$ cat src/rtl/loader_pkg.sv
// Shared types and constants for the byte-stream instruction memory loader.
package loader_pkg;

    localparam int unsigned DEPTH_DEF      = 64;
    localparam int unsigned BYTES_PER_WORD = 4;
    localparam int unsigned WORD_W         = 32;
    localparam int unsigned CNT_W          = 16;
    localparam int unsigned BYTE_W         = 8;
    localparam logic [BYTE_W-1:0] CKSUM_INIT = 8'h00;

    typedef enum logic [2:0] {
        IDLE,
        RECV,
        WRITE,
        CHECK,
        FINISH
    } loader_state_t;

endpackage

$ cat src/rtl/program_loader_word_assembler.sv
// Collects four stream bytes little-endian into one 32-bit instruction word.
module word_assembler
    import loader_pkg::*;
(
    input  logic              clk,
    input  logic              reset,
    input  logic              clear,
    input  logic              take,
    input  logic [BYTE_W-1:0] byte_data,
    output logic [WORD_W-1:0] word_c,
    output logic              word_full_c
);

    localparam int unsigned IDX_W = $clog2(BYTES_PER_WORD);

    logic [IDX_W-1:0]  byte_cnt;
    logic [WORD_W-1:0] word;

    // Word as it will look once the incoming byte lands in its lane
    always_comb begin
        word_c = word;
        word_c[{byte_cnt, 3'b000} +: BYTE_W] = byte_data;
        word_full_c = take && (byte_cnt == IDX_W'(BYTES_PER_WORD - 1));
    end

    always_ff @(posedge clk or negedge reset) begin
        if (!reset) begin
            byte_cnt <= '0;
            word     <= '0;
        end else if (clear) begin
            byte_cnt <= '0;
            word     <= '0;
        end else if (take) begin
            word     <= word_c;
            byte_cnt <= byte_cnt + IDX_W'(1);
        end
    end

endmodule

$ cat src/rtl/program_loader.sv
// Loads a program into instruction memory from a valid/ready byte stream and
// keeps the CPU held in reset until every word is written and the checksum matches.
module program_loader
    import loader_pkg::*;
#(
    parameter int unsigned DEPTH = DEPTH_DEF
) (
    input  logic              clk,
    input  logic              reset,
    input  logic              start,
    input  logic [CNT_W-1:0]  num_words,
    input  logic              byte_valid,
    input  logic [BYTE_W-1:0] byte_data,
    output logic              byte_ready,
    output logic              imem_we,
    output logic [WORD_W-1:0] imem_addr,
    output logic [WORD_W-1:0] imem_wdata,
    output logic              busy,
    output logic              done,
    output logic              error,
    output logic              cpu_hold
);

    localparam int unsigned ADDR_W = $clog2(DEPTH);

    loader_state_t     state;
    logic [ADDR_W-1:0] word_idx;
    logic [CNT_W-1:0]  num_words_q;
    logic [BYTE_W-1:0] cksum;

    logic              start_ok_c;
    logic              take_c;
    logic              word_full_c;
    logic [WORD_W-1:0] word_c;

    assign start_ok_c = start && ((state == IDLE) || (state == FINISH));
    assign take_c     = byte_valid && byte_ready && (state == RECV);

    word_assembler u_asm (
        .clk         (clk),
        .reset       (reset),
        .clear       (start_ok_c),
        .take        (take_c),
        .byte_data   (byte_data),
        .word_c      (word_c),
        .word_full_c (word_full_c)
    );

    // Outputs are registered alongside the state they belong to
    always_ff @(posedge clk or negedge reset) begin
        if (!reset) begin
            state       <= IDLE;
            word_idx    <= '0;
            num_words_q <= '0;
            cksum       <= CKSUM_INIT;
            byte_ready  <= 1'b0;
            imem_we     <= 1'b0;
            imem_addr   <= '0;
            imem_wdata  <= '0;
            busy        <= 1'b0;
            done        <= 1'b0;
            error       <= 1'b0;
            cpu_hold    <= 1'b1;
        end else begin
            imem_we <= 1'b0;
            unique case (state)
                IDLE, FINISH: begin
                    if (start) begin
                        num_words_q <= num_words;
                        word_idx    <= '0;
                        cksum       <= CKSUM_INIT;
                        done        <= 1'b0;
                        error       <= 1'b0;
                        cpu_hold    <= 1'b1;
                        // An oversize load is rejected before any byte is taken
                        if (num_words > CNT_W'(DEPTH)) begin
                            state      <= FINISH;
                            done       <= 1'b1;
                            error      <= 1'b1;
                            busy       <= 1'b0;
                            byte_ready <= 1'b0;
                        end else begin
                            state      <= (num_words == '0) ? CHECK : RECV;
                            busy       <= 1'b1;
                            byte_ready <= 1'b1;
                        end
                    end
                end
                RECV: begin
                    if (take_c) begin
                        cksum <= cksum ^ byte_data;
                        if (word_full_c) begin
                            state      <= WRITE;
                            byte_ready <= 1'b0;
                            imem_we    <= 1'b1;
                            imem_addr  <= WORD_W'({word_idx, 2'b00});
                            imem_wdata <= word_c;
                        end
                    end
                end
                WRITE: begin
                    byte_ready <= 1'b1;
                    // Index stays at num_words-1 on the last word so the address never wraps
                    if (CNT_W'(word_idx) + CNT_W'(1) == num_words_q) begin
                        state <= CHECK;
                    end else begin
                        state    <= RECV;
                        word_idx <= word_idx + ADDR_W'(1);
                    end
                end
                CHECK: begin
                    if (byte_valid) begin
                        state      <= FINISH;
                        busy       <= 1'b0;
                        byte_ready <= 1'b0;
                        done       <= 1'b1;
                        error      <= (byte_data != cksum);
                        cpu_hold   <= (byte_data != cksum);
                    end
                end
                default: begin
                    state <= IDLE;
                end
            endcase
        end
    end

endmodule

$ cat config.mk
export PLATFORM = sky130hd
export DESIGN_NAME = program_loader
export DESIGN_NICKNAME = d
export VERILOG_FILES = /design/src/rtl/loader_pkg.sv /design/src/rtl/program_loader_word_assembler.sv /design/src/rtl/program_loader.sv
export SDC_FILE = /design/constraint.sdc
export NUM_CORES = 1
export LEC_CHECK = 0
export ABC_CLOCK_PERIOD_IN_PS = 2000
export BUFFER_PORTS_ARGS = -buffer_cell sky130_fd_sc_hd__buf_2
export CAP_MARGIN = 20
export CORE_MARGIN = 2
export CORE_UTILIZATION = 45
export DETAILED_ROUTE_END_ITERATION = 10
export PLACE_DENSITY = 0.74
export SYNTH_ARGS = -nofsm -noshare
export SYNTH_HDL_FRONTEND = slang
export SYNTH_SLANG_ARGS = --single-unit
$ cat constraint.sdc
create_clock -name clk -period 2 [get_ports clk]
set_input_delay 0.4 -clock clk [delete_from_list [all_inputs] [get_ports clk]]
set_output_delay 0.4 -clock clk [all_outputs]
set_load 0.02 [all_outputs]
== Yosys cells after proc, flatten, opt, wreduce, memory -nomap -nowiden ==
Cells that the tools add are included.

* Add/sub/neg operators: 4
* Bitwise logic cells: 1
* Div/mod/pow operators: 0
* Multiply operators: 0
* Shift operators: 2
* Order comparisons: 1
* Reduce and logical (&&, ||, !) cells: 20
* Eq/ne operators: 12
* Mux-type cells: 37

{| class="wikitable"
|+ Operators by type and width
! kind !! number
|-
| 2-to-1 mux 32 bit || 2
|-
| bitwise mux 32 bit || 1
|-
| variable shift 8 x 7 -> 32 bit (first input constant) || 1
|-
| variable part select 8 x 7 -> 32 bit || 1
|-
| equality test 7 x 16 -> 1 bit || 1
|-
| greater-than comparator 16 x 7 -> 1 bit (second input constant) || 1
|-
| logical NOT 16 bit || 1
|-
| 2-to-1 mux 8 bit || 2
|-
| one-hot mux 8 bit (2 select lines) || 1
|-
| 2-to-1 mux 3 bit || 5
|-
| 2-to-1 mux 1 bit || 13
|-
| 2-to-1 mux 6 bit || 2
|-
| one-hot mux 3 bit (4 select lines) || 1
|-
| one-hot mux 6 bit (2 select lines) || 1
|-
| AND reduction 3 bit || 4
|-
| 2-to-1 mux 2 bit || 4
|-
| != test 8 bit || 1
|-
| one-hot mux 1 bit (2 select lines) || 4
|-
| nonzero test 2 bit || 4
|-
| bitwise XOR 8 bit || 1
|-
| adder 6 x 1 -> 7 bit (second input constant) || 1
|-
| negation 5 -> 7 bit || 1
|-
| adder 6 x 1 -> 6 bit (second input constant) || 1
|-
| equality test 3 x 2 -> 1 bit (second input constant) || 2
|-
| 15 further kinds || 21
|}

* Latch bits: 0
* RAM bits: 0
* Register bits: 111
* Memory bits (read-only): 0
* Memories kept: 0
* Input bits: 28

== Logic depth before layout (Yosys ltp) ==
* Depth after elaboration: 6
* Depth in mapped cells: 8
* Depth with buffers taken out: 7

== Modules after synthesis ==
From an unflattened synthesis, not the netlist that was laid out.

* Cells, all modules: 589
* Area total of the unflattened synthesis: 5,740.5 µm²

{| class="wikitable"
|+ Modules (own cells, without submodules)
! module !! area each (µm²) !! instances !! cells each !! seq. area each (µm²)
|-
| program_loader || 3,676.0 || 1 || 352 || 1,928.1
|-
| word_assembler || 2,064.5 || 1 || 237 || 850.8
|}

== Least setup slack after synthesis ==
OpenSTA, ideal clock, no wires.

* Path kind: reg-to-reg
* Start: register state[2]
* End: register word_idx[0]
* Period minus slack after synthesis: 2,079 ps
* Data arrival time: 1,955 ps
* Required time: 1,875 ps
* Path buffers: 1
* Library setup time: 125 ps
* Cell stages (with the launch flop): 8
* Setup slack: -79 ps
* Cell sequence: dfrtp_1 buf_6 or4_1 a2111oi_0 and4_1 o211ai_4 and2_4 mux2_2

* Cells in the longest elaborated chain, start to end: 4
* Elaborated cells on any way between the ends: 9
* Those cells by class: eq/ne (4); mux (1); reduce/logical (4)

{| class="wikitable"
|+ RTL lines
! item !! RTL line !! RTL
|-
| start, declared || program_loader.sv:26 || <nowiki>loader_state_t state;</nowiki>
|-
| start signal, assigned || program_loader.sv:83 || <nowiki>state <= (num_words == '0) ? CHECK : RECV;</nowiki>
|-
| equality test 3 bit / logical NOT 3 bit (equally long branches) || program_loader.sv:66 || <nowiki>unique case (state)</nowiki>
|-
| OR reduction 2 bit || program_loader.sv:66 ||
|-
| != test 2 bit (no source line) / nonzero test 2 bit (equally long branches) || -- ||
|-
| AND reduction 3 bit (no source line) || -- ||
|-
| end signal, assigned || program_loader.sv:108 || <nowiki>word_idx <= word_idx + ADDR_W'(1);</nowiki>
|-
| end, declared || program_loader.sv:27 || <nowiki>logic [ADDR_W-1:0] word_idx;</nowiki>
|}

Parallel ways exist; a longest one is shown, timed or not.
A chain may end at the register's enable or synchronous reset.

== Final worst setup path ==
* Start: register num_words_q[13]
* End: register word_idx[0]

* Cells in the longest elaborated chain, start to end: 3

{| class="wikitable"
|+ RTL lines
! item !! RTL line !! RTL
|-
| start, declared || program_loader.sv:28 || <nowiki>logic [CNT_W-1:0] num_words_q;</nowiki>
|-
| start signal, assigned || program_loader.sv:69 || <nowiki>num_words_q <= num_words;</nowiki>
|-
| equality test 7 x 16 -> 1 bit || program_loader.sv:104 || <nowiki>if (CNT_W'(word_idx) + CNT_W'(1) == num_words_q) begin</nowiki>
|-
| != test 2 bit (no source line) || -- ||
|-
| AND reduction 3 bit (no source line) || -- ||
|}

Every way passes these cells.

==> results.cfg <==
[global_routing]
overflow = 0
grt_antenna_before_repair = 1
grt_usage_pct = 19.3
grt_pass1_wl_um = 18100
grt_max_degree = 60
grt_pass1_vias = 3818

[worst_setup_path]
path_class = reg2reg
worstSetupStartpointType = flop
critical-path-top-delay-family = simple AND/OR/NAND/NOR gates
path_cells = or4_4 > a2111oi_4 > and4_1 > o211ai_4 > and2_4 > mux2_2
cp.arrival_ps = 2370
slowest_delay_ps = 540
crit_fanout = 7
path_buf_inv = 0
cpMaxStageDelayCell = or4_4
critPathRequiredTime_ps = 2260
crit_path_end_kind = flop

[yosys]
synthXorXnorAreaFrac_pct = 3.09
yosysUniqueCellTypes = 56
synth_top_family_by_area = simple AND/OR/NAND/NOR gates
yosys_warnings = 0
netlist.top_cell.by_area = dfrtp_1
muxShareOfSynthArea_pct = 2.22
ys_seq_area_share_pct = 51.4
async_flop_share_pct = 100
syn_area_per_cell_um2 = 9.62
synth_area_um2 = 5010
synth-compound-area-share_pct = 16.6
ys_seq_elements = 103
yosys_most_used_dff = dfrtp_1
yosys.area_share.simple_pct = 18.1
synthAdderAreaFrac_pct = 1.50
yosys.area.top_type_share_pct = 50.9
ys_top_cells_by_area = dfrtp_1 (51%), nand2_1 (8.2%), o21ai_1 (5.0%), a22o_1 (4.5%), buf_4 (3.9%)
synth_cells = 521
synth-edff-count = 0

[outcome]
violations = setup timing
outcome = complete, but fails checks

[place]
portBuffers = 71
gp_congestion = 0.847
hpwl_um = 7960

[floorplan]
rows = 38
start_util_pct = 46.2
die_w_um = 110
pin_count = 98
die_h_um = 110
dieArea_um2 = 12000
core-area_um2 = 10800

[cells_and_area]
fin_util_pct = 54.1
layout-drive-gt1-share_pct = 24.0
antenna_cells = 0
nets = 642
syn_to_final_growth_pct = 17.0

[clocking]
cts_made_buffers = 9
cts_tree = built
cts_sinks = 103
clock_latency_ps = 360
htreeDepth = 3
root_buffer = clkbuf_8
clk_path_buf_depth = 2
clkTransAtPathRegs_ps = 100

[sta]
clock_skew_ps = 8.35
setup_tns_ps = -633
setup_violations = 7
hold_viol_final = 0
final.period_utilization_pct = 106
timing.fmax_mhz = 473
tightest_slew_ps = 567
grt_setup_unrepaired = true
fin_crit_ps = 2120
timing.final.ws_setup_ps = -115
maxSlewViolCount = 0
maxSlewHeadroom_pct = 62.1

[hold_path]
hold_class = in2reg

[power_and_ir_drop]
pwr-share-seq_pct = 58.3
pwr-share-clk_pct = 33.5
p_sw_mw = 0.951
power.internal_mw = 2.73
comb_power_share_pct = 8.2
swShare_pct = 25.8
cellLeakagePower_nw = 2.90
power_density_nw_per_um2 = 628
p_total_mw = 3.68
irDropWorstVdd_mv = 0.406

[routing]
wl_per_cell_um = 14.6
firstDrtPassIters = 4
via_per_inst = 5.23
drt_iter0_drc = 247
ant_nets = 0
wl_um = 11000
drc = 0
vias = 3940

[job]
cap_violations = 0
-- worst min-delay path, delay by kind of cell --
kind | cells | cell delay, ps
buffers and inverters | 1 | 90
AND/OR/NAND/NOR | 2 | 80
-- synth_stat cells, drive strengths merged (3+ instances only) --
library cell    n
nand2         110
dfrtp         102
o21ai          53
buf            34
a21oi          30
a22o           26
nor2b          24
clkbuf         22
nor2           18
xnor2          11
nor3           10
mux2            9
inv             7
ha              6
a221o           4
and2            4
xor2            4
and3            3
nand3           3
nand4           3
or2             3
-- power groups by stage --
stage / sequential [mW] / combinational [mW] / clock (mW)
after global routing: 2.15 / 0.337 / 1.34
final: 2.15 / 0.300 / 1.23
after CTS: 2.15 / 0.299 / 1.26
after global placement: 2.18 / 0.286 / 0
after detailed placement: 2.19 / 0.293 / 0
after floorplan: 2.19 / 0.201 / 0
-- repair_timing --
item	4_1_cts	5_1_grt
pin swaps	3	3
hold buffers	1	0
gates resized for setup	3	14
endpoints found under the hold margin	24	0
endpoints found under the setup margin	7	45
setup buffers	0	0
cloned	0	0
-- layer usage --
metal	GRT usage, %	part of all wire, %	routed length, um
met5	0	0	0
met4	7.59	2.7	293
met3	4.80	7.0	768
met2	29.9	46	5010
met1	26.2	45	4900
-- registers in the layout (all words and copies together), names as in the netlist --
signal and flops:
busy 1, byte_ready 1, cksum 8, cpu_hold 1, done 1, error 1, imem_addr 6, imem_wdata 32
imem_we 1, num_words_q 16, state 3, u_asm.byte_cnt 2, u_asm.word 24, word_idx 6
-- cells in the final DEF, fill, tap and decap left out, drive strengths merged, types with 4 or more instances in the layout --
cell | netlist | routed
a21oi | 30 | 30
a221o | 4 | 4
a22o | 26 | 26
and2 | 4 | 4
buf | 34 | 106
clkbuf | 22 | 12
conb | 1 | 26
dfrtp | 102 | 102
ha | 6 | 6
inv | 7 | 9
mux2 | 9 | 9
nand2 | 110 | 110
nor2 | 18 | 18
nor2b | 24 | 24
nor3 | 10 | 10
o21ai | 53 | 53
xnor2 | 11 | 11
xor2 | 4 | 4
-- logic make-up (layout without fill, tap and decap cells) --
| group | after synthesis | after routing |
|---|---|---|
| flops | 103 | 103 |
| xor+xnor | 16 | 16 |
| fa+ha+maj | 6 | 6 |
| mux | 10 | 10 |
| simple gates | 194 | 194 |
| other cells | 1 | 26 |
| buf+inv | 63 | 130 |
| compound gates | 128 | 128 |
-- area by class of cell --
| class | instances | area (um^2) |
|---|---|---|
| Sequential cell | 103 | 2580 |
| Tap cell | 140 | 175 |
| Timing Repair Buffer | 107 | 659 |
| Clock inverter | 4 | 27.5 |
| Fill cell | 961 | 4970 |
| Clock buffer | 12 | 155 |
| Inverter | 7 | 26.3 |
| Multi-Input combinational cell | 380 | 2240 |
-- path summary, 6_finish.rpt --
path,startpoint,endpoint,slack (ps),cells after the start
max reg2reg,num_words_q[13],word_idx[0],-120,6
min in group asynchronous,reset,error,480,2
max in group asynchronous,reset,imem_wdata[14],780,3
max,num_words_q[13],word_idx[0],-120,6
min reg2reg,imem_wdata[12],imem_wdata[12],480,2
min,num_words[3],num_words_q[3],240,3
-- through the flow --
stage / hold WS [ps] / setup slack (ps) / cell area (um^2) / std cells
after floorplan: 104 / -34.7 / 5110 / 546
after CTS: 233 / -136 / 5820 / 753
after global placement: 335 / -127 / 5610 / 736
final: 243 / -115 / 5870 / 753
after global routing: 251 / -201 / 5870 / 753
after detailed placement: 341 / -185 / 5610 / 736
Power figures use the tool's default switching activity.
